`config.mk`:
```
export PLATFORM = sky130hd
export DESIGN_NAME = adc_sample_fifo
export DESIGN_NICKNAME = d
export VERILOG_FILES = /design/src/rtl/adc_sample_fifo.sv
export SDC_FILE = /design/constraint.sdc
export NUM_CORES = 1
export LEC_CHECK = 0
export CAP_MARGIN = 20
export CORE_UTILIZATION = 55
export CTS_CLUSTER_DIAMETER = 150
export CTS_CLUSTER_SIZE = 30
export DETAILED_ROUTE_END_ITERATION = 7
export PLACE_DENSITY = 0.74
export RECOVER_POWER = 100
export SETUP_SLACK_MARGIN = 0.4
export SYNTH_ARGS = -nofsm -noshare
export SYNTH_HDL_FRONTEND = slang
export SYNTH_SLANG_ARGS = --single-unit
```
`constraint.sdc`:
```
create_clock -name SYS_CLK -period 3.67 [get_ports SYS_CLK]
set_input_delay 0.367 -clock SYS_CLK [delete_from_list [all_inputs] [get_ports SYS_CLK]]
set_output_delay 0.367 -clock SYS_CLK [all_outputs]
set_load 0.03 [all_outputs]
```
`src/rtl/adc_sample_fifo.sv`:
```
// Captures one SPI ADC word per FIN rising edge into a first-word-fall-through FIFO drained by valid/ready.
// Tracks samples per burst, flags the final sample of a burst and counts words lost to overflow.
module adc_sample_fifo #(
   parameter int DATA_W     = 16,
   parameter int DEPTH_LOG2 = 4,
   parameter int BURST_LEN  = 1024
) (
   input  logic              SYS_CLK,
   input  logic              RST,
   input  logic              ON,
   input  logic              FIN,
   input  logic [DATA_W-1:0] DATA_MISO,
   output logic [DATA_W-1:0] OUT_DATA,
   output logic              OUT_LAST,
   output logic              OUT_VALID,
   input  logic              OUT_READY,
   output logic              FULL,
   output logic [15:0]       SAMPLE_COUNT,
   output logic [7:0]        DROP_COUNT,
   output logic              BURST_DONE
);

   localparam int DEPTH = 1 << DEPTH_LOG2;

   logic [DATA_W:0]       r_mem [DEPTH];
   logic [DEPTH_LOG2-1:0] r_wr_ptr;
   logic [DEPTH_LOG2-1:0] r_rd_ptr;
   logic [DEPTH_LOG2:0]   r_occ;
   logic                  r_fin_q;
   logic [15:0]           r_sample_count;
   logic [7:0]            r_drop_count;

   logic                  w_fin_rise;
   logic                  w_cap;
   logic                  w_pop;
   logic                  w_push;
   logic                  w_drop;
   logic                  w_last;
   logic [DATA_W:0]       w_head;

   assign w_fin_rise = FIN & ~r_fin_q;
   assign w_cap      = w_fin_rise & ON & ~BURST_DONE;
   assign w_pop      = OUT_VALID & OUT_READY;
   // A full FIFO still accepts a write when the head is leaving on the same edge.
   assign w_push     = w_cap & (~FULL | w_pop);
   assign w_drop     = w_cap & FULL & ~w_pop;
   assign w_last     = (r_sample_count == 16'(BURST_LEN - 1));
   assign w_head     = r_mem[r_rd_ptr];

   assign OUT_VALID    = (r_occ != '0);
   assign FULL         = (r_occ == (DEPTH_LOG2+1)'(DEPTH));
   assign OUT_DATA     = OUT_VALID ? w_head[DATA_W-1:0] : '0;
   assign OUT_LAST     = OUT_VALID & w_head[DATA_W];
   assign SAMPLE_COUNT = r_sample_count;
   assign DROP_COUNT   = r_drop_count;
   assign BURST_DONE   = (r_sample_count == 16'(BURST_LEN));

   always_ff @(posedge SYS_CLK) begin
      if (w_push) begin
         r_mem[r_wr_ptr] <= {w_last, DATA_MISO};
      end
   end

   always_ff @(posedge SYS_CLK or posedge RST) begin
      if (RST) begin
         r_wr_ptr <= '0;
         r_rd_ptr <= '0;
         r_occ    <= '0;
         r_fin_q  <= 1'b0;
      end else begin
         r_fin_q <= FIN;
         if (w_push) begin
            r_wr_ptr <= r_wr_ptr + DEPTH_LOG2'(1);
         end
         if (w_pop) begin
            r_rd_ptr <= r_rd_ptr + DEPTH_LOG2'(1);
         end
         case ({w_push, w_pop})
            2'b10:   r_occ <= r_occ + (DEPTH_LOG2+1)'(1);
            2'b01:   r_occ <= r_occ - (DEPTH_LOG2+1)'(1);
            default: r_occ <= r_occ;
         endcase
      end
   end

   // Burst length counts conversions, so dropped words still advance the sample count.
   always_ff @(posedge SYS_CLK or posedge RST) begin
      if (RST) begin
         r_sample_count <= '0;
         r_drop_count   <= '0;
      end else begin
         if (!ON) begin
            r_sample_count <= '0;
         end else if (w_cap) begin
            r_sample_count <= r_sample_count + 16'd1;
         end
         if (w_drop && (r_drop_count != 8'hFF)) begin
            r_drop_count <= r_drop_count + 8'd1;
         end
      end
   end

endmodule

```
# ---- After elaboration in Yosys (flattened, before gate mapping)
# Memory sizes are Yosys's and may differ from the RTL's.
# Index checks and enable logic that the tools add are counted.
# W data, S select, Z words.
dict set report classes {
  reduce_logical 3
  n_eq_ne 7
  add_sub_neg 6
  bitwise_logic 13
  mux 6
}
# operator count
set op_table {}
lappend op_table {{$mux W16} 3}
lappend op_table {{$add A16 B1 Y16 const B} 1}
lappend op_table {{$eq A16 B10 Y1 const B} 1}
lappend op_table {{$eq A16 B11 Y1 const B} 1}
lappend op_table {{$pmux W5 S2} 1}
lappend op_table {{$add A4 B1 Y4 const B} 2}
lappend op_table {{$add A8 B1 Y8 const B} 1}
lappend op_table {{$and A1 B1 Y1} 8}
lappend op_table {{$ne A8 B8 Y1 const B} 1}
lappend op_table {{$add A5 B1 Y5 const B} 1}
lappend op_table {{$eq A5 B5 Y1 const B} 1}
lappend op_table {{$reduce_bool A5 Y1} 1}
lappend op_table {{$sub A5 B1 Y5 const B} 1}
lappend op_table {{$not A1 Y1} 4}
lappend op_table {{$eq A2 B1 Y1 const B} 1}
lappend op_table {{$eq A2 B2 Y1 const B} 1}
lappend op_table {{$mux W1} 2}
lappend op_table {{$ne A2 B1 Y1 const B} 1}
lappend op_table {{$reduce_bool A2 Y1} 1}
lappend op_table {{$logic_and A1 B1 Y1} 1}
lappend op_table {{$or A1 B1 Y1} 1}
dict set report word_totals {
  ram_bits 272
  reg_bits 38
  in_bits 21
  memories 1
  output_inout_bits 44
  wordCells 42
}
# name words word_bits read_ports rd_ports_with_merged_regs write_ports line
set mem_list {}
lappend mem_list {r_mem 16 17 1 0 1 25} ;# logic [DATA_W:0] r_mem [DEPTH];

# ---- Depth between registers and ports, before layout
dict set report depth {
  depth_word 7
  depth_mapped 12
  depth_no_buf 11
}

# ---- Worst setup path before layout
# OpenSTA, ideal clock, no wires.
dict set report synth_timing {
  path_type {register -> register}
  from {register r_sample_count[0] (netlist: SAMPLE_COUNT[0])}
  to {memory r_mem[3][0] in the netlist's numbering, enable pin}
  arrival_time_ns 2.979
  required_ns 3.258
  path_buffers 1
  stages_incl_launch_ff 10
  slack_ns 0.278
  setup_time_ns 0.412
  period_less_slack_ns 3.392
  path_cell_list {dfrtp_1 inv_1 ha_1 nor4b_1 nand4_1 inv_1 nor2_1 buf_2 nand2_1 nor3_1}
}
dict set report synth_via {
  elab_chain_cells 6
}
# item line
set synth_rtl {}
lappend synth_rtl {{start, declared} 30} ;# logic [15:0] r_sample_count;
lappend synth_rtl {{start signal, assigned} 95} ;# r_sample_count <= r_sample_count + 16'd1;
lappend synth_rtl {{$eq A16 B11 Y1} 56} ;# assign BURST_DONE = (r_sample_count == 16'(BURST_LEN));
lappend synth_rtl {{net BURST_DONE} 20} ;# output logic BURST_DONE
lappend synth_rtl {{$not A1 Y1} 42} ;# assign w_cap = w_fin_rise & ON & ~BURST_DONE;
lappend synth_rtl {{$and A1 B1 Y1} 42}
lappend synth_rtl {{$and A1 B1 Y1} 45} ;# assign w_push = w_cap & (~FULL | w_pop);
lappend synth_rtl {{$mux W1} 59} ;# if (w_push) begin
lappend synth_rtl {{$mux W1 (not written as such)} 60} ;# r_mem[r_wr_ptr] <= {w_last, DATA_MISO};
lappend synth_rtl {{end, declared} 25}
# The timed path passes the listed nets, and every way through them passes these cells.

# ---- Final worst setup path
dict set report layout_timing {
  from {register r_rd_ptr[0]}
  to {output port OUT_DATA[3]}
}
dict set report layout_via {
  elab_chain_cells 2
}
# item line
set layout_rtl {}
lappend layout_rtl {{start, declared} 27} ;# logic [DEPTH_LOG2-1:0] r_rd_ptr;
lappend layout_rtl {{start signal, assigned} 76} ;# r_rd_ptr <= r_rd_ptr + DEPTH_LOG2'(1);
lappend layout_rtl {{$mem_v2 Z16 W17} -}
lappend layout_rtl {{$mux W16} 52} ;# assign OUT_DATA = OUT_VALID ? w_head[DATA_W-1:0] : '0;
lappend layout_rtl {{end, declared} 13} ;# output logic [DATA_W-1:0] OUT_DATA,
# Every way passes these cells.

==> reports/results.ini <==
[sta]
fin_ws_ps = 302.0
fmax_ghz = 0.2969
grt_setup_unrepaired = false
hold_violations = 0
fin_crit_sh = 0.9177
min_period_ps = 3368
final.setup.tns_ps = 0
slew_headroom = 0.3780
worst_slew_pin_slew_ps = 933.0
fin_skew_ps = 25.95
drv_slew = 0
report.final.setup_viol = 0

[synth]
yosysSeqAreaShare = 0.7296
syn_inst = 614
netlist_top_cells_area = edfxtp_1 (65%), mux4_2 (15%), dfrtp_1 (7.6%)
synth_top_cell_by_area = edfxtp_1
synth_enable_flop_cells = 272
syn_avg_cell_area_um2 = 20.36
async_flop_share = 0.1226
synth_cell_types = 45
ys_seq_elements = 310
syn_nets = 645
yosys_warnings = 0
synth_area_mm2 = 0.01250
synth_top_area_frac = 0.6535
yosys_most_used_dff = edfxtp_1

[routing]
wl_mm = 24.33
detail_route.iter0.violations = 631
routedWlPerCell_um = 24.35
ant_nets = 0
num_vias = 6193
drcViolationCount = 2
viasPerCell = 6.199
dr.pass1.iters = 8

[cells_and_area]
area_growth_pct = 11.81
drive_gt1_frac = 0.1838
nets = 741
layout_common_cells = edfxtp_1 (272), mux4_2 (85), dlygate4sd3_1 (44)
final_common_cell = edfxtp_1
fin_util = 0.6345
design_area_mm2 = 0.01397
n_fill_cell = 1488

[min_path]
hp-class = primary input to async pin

[floorplan]
coreArea_mm2 = 0.02203
dieArea_mm2 = 0.02333
rows = 54
initial_core_util = 0.5674
fp.dieW_um = 152.7
io_pins = 65
fp.dieH_um = 152.7

[setup_path]
startpoint_type = flop
endpoint_kind = output pin
cp.required_ps = 3300
critical_path_peak_fanout = 6
critPathArrivalTime_ps = 3000
critical_path_class = flop to output pin
r2r_slack_ps = 580

[outcome]
outcome = complete, but fails checks
violations = design-rule violations

[clock_network]
cts_buffers = 14
path_clk_slew_ps = 110
htree_levels = 1
cts_root_buffer = clkbuf_16
clk_latency_ps = 500
ctsLongestPathBuffers = 3
cts.sinks = 310
cts_tree = built

[power]
p_total_uw = 8922
p_leak_uw = 0.004707
peakVddDrop_uv = 514.0
power_density_mw_per_mm2 = 638.4

[place]
placed_area_mm2 = 0.01364
dpl_worst_slack_ps = 413.6
port-buffer-count = 64
dp_hpwl_mm = 14.39
place_congestion = 0.8467

[grt]
grt_pass1_vias = 6355
overflow = 0
grt_max_degree = 49
grt_usage = 0.2156
antenna_found_initial = 1
grt_pass1_wl_mm = 37.37

[flow_run]
cap_violations = 0

cell usage after synthesis (2+ instances only):
master,n
mux4_2,85
nor3_1,4
buf_2,8
o31ai_1,2
edfxtp_1,272
nand2b_1,3
inv_1,12
xnor2_1,22
and3_1,19
nand4_1,10
nand3_1,9
or4_1,2
and4_1,4
nor2_1,10
nor4b_1,4
xor2_1,4
nor4_1,3
o21ai_0,2
clkbuf_1,12
o211ai_1,2
and2_1,7
buf_4,2
mux2i_1,3
dfrtp_1,38
ha_1,9
buf_6,7
nand2_1,17
nor2b_1,22
nand3b_1,2
a21oi_1,3
per-layer routing:
layer	vias to the layer above	GRT usage	share of wire
li1	2677	-	-
met1	3274	0.3041	0.43
met2	203	0.3624	0.50
met3	39	0.02730	0.051
met4	0	0.05387	0.024
met5	-	0	0
cell families (layout without fill, tap and decap cells):
| logic type | after synthesis | in the layout | synth area share |
|---|---|---|---|
| and+or+nand+nor | 120 | 120 | 0.05616 |
| buffers and inverters | 41 | 145 | 0.01792 |
| DFF | 310 | 310 | 0.7296 |
| AOI/OAI and AO/OA | 18 | 18 | 0.01101 |
| other | 0 | 1 | 0 |
| adders and majority gates | 10 | 10 | 0.01061 |
| muxes | 89 | 89 | 0.1565 |
| xor gates and xnor gates | 26 | 26 | 0.01822 |
flip-flops by register name (all words and copies together), names as in the netlist:
register      cells
r_mem           272
SAMPLE_COUNT     16
DROP_COUNT        8
r_occ             5
r_rd_ptr          4
r_wr_ptr          4
r_fin_q           1
path summary, 6_finish.rpt:
check / cells past startpoint / to / start
max in group asynchronous: 3 / r_rd_ptr[0]$_DFFE_PP0N_ / RST
hold / removal: 2 / r_fin_q$_DFF_PP0_ / RST
setup / recovery: 6 / OUT_DATA[3] / r_rd_ptr[0]$_DFFE_PP0N_
min in group SYS_CLK: 1 / r_rd_ptr[3]$_DFFE_PP0N_ / r_rd_ptr[3]$_DFFE_PP0N_
setup reg to reg: 10 / r_mem[13][11]$_DFFE_PP_ / SAMPLE_COUNT[0]$_DFFE_PP0P_
hold reg to reg: 1 / r_rd_ptr[3]$_DFFE_PP0N_ / r_rd_ptr[3]$_DFFE_PP0N_
area by class of cell:
type,count,area [um2],share of cell area
Clock buffer,23,405.4,0.02901
Tap cell,280,350.3,0.02507
Inverter,12,45.04,0.003223
Antenna cell,1,2.502,0.0001791
Multi-Input combinational cell,263,3134,0.2243
Timing Repair Buffer,109,893.4,0.06393
Sequential cell,310,9124,0.6529
Clock inverter,1,20.02,0.001433
stage by stage:
stage          hold slack, ps  instances
6_report                261.7        999
3_3_place_gp            464.0        966
3_5_place_dp            475.0        966
5_1_grt                 294.9        998
4_1_cts                 358.8        996
2_1_floorplan           398.4        614
report_power, final:
part | internal, uW | switching, uW
clock | 787 | 1020
sequential | 3990 | 120
combinational | 1460 | 1540
timing repair:
action | 4_1_cts | 5_1_grt
pin swaps | 0 | 1
hold endpoints to repair | 0 | 0
hold buffers | 0 | 0
setup buffers | 6 | 1
resized for setup | 16 | 9
setup endpoints to repair | 17 | 6
worst max-delay path, stage by stage (launching register included):
cell	delay (ps)
dfrtp_4	470
buf_4	180
clkbuf_2	290
mux4_2	560
mux4_2	490
nor2b_1	150
dlygate4sd2_1	370
Note: power is estimated with default switching activity, not from simulation.
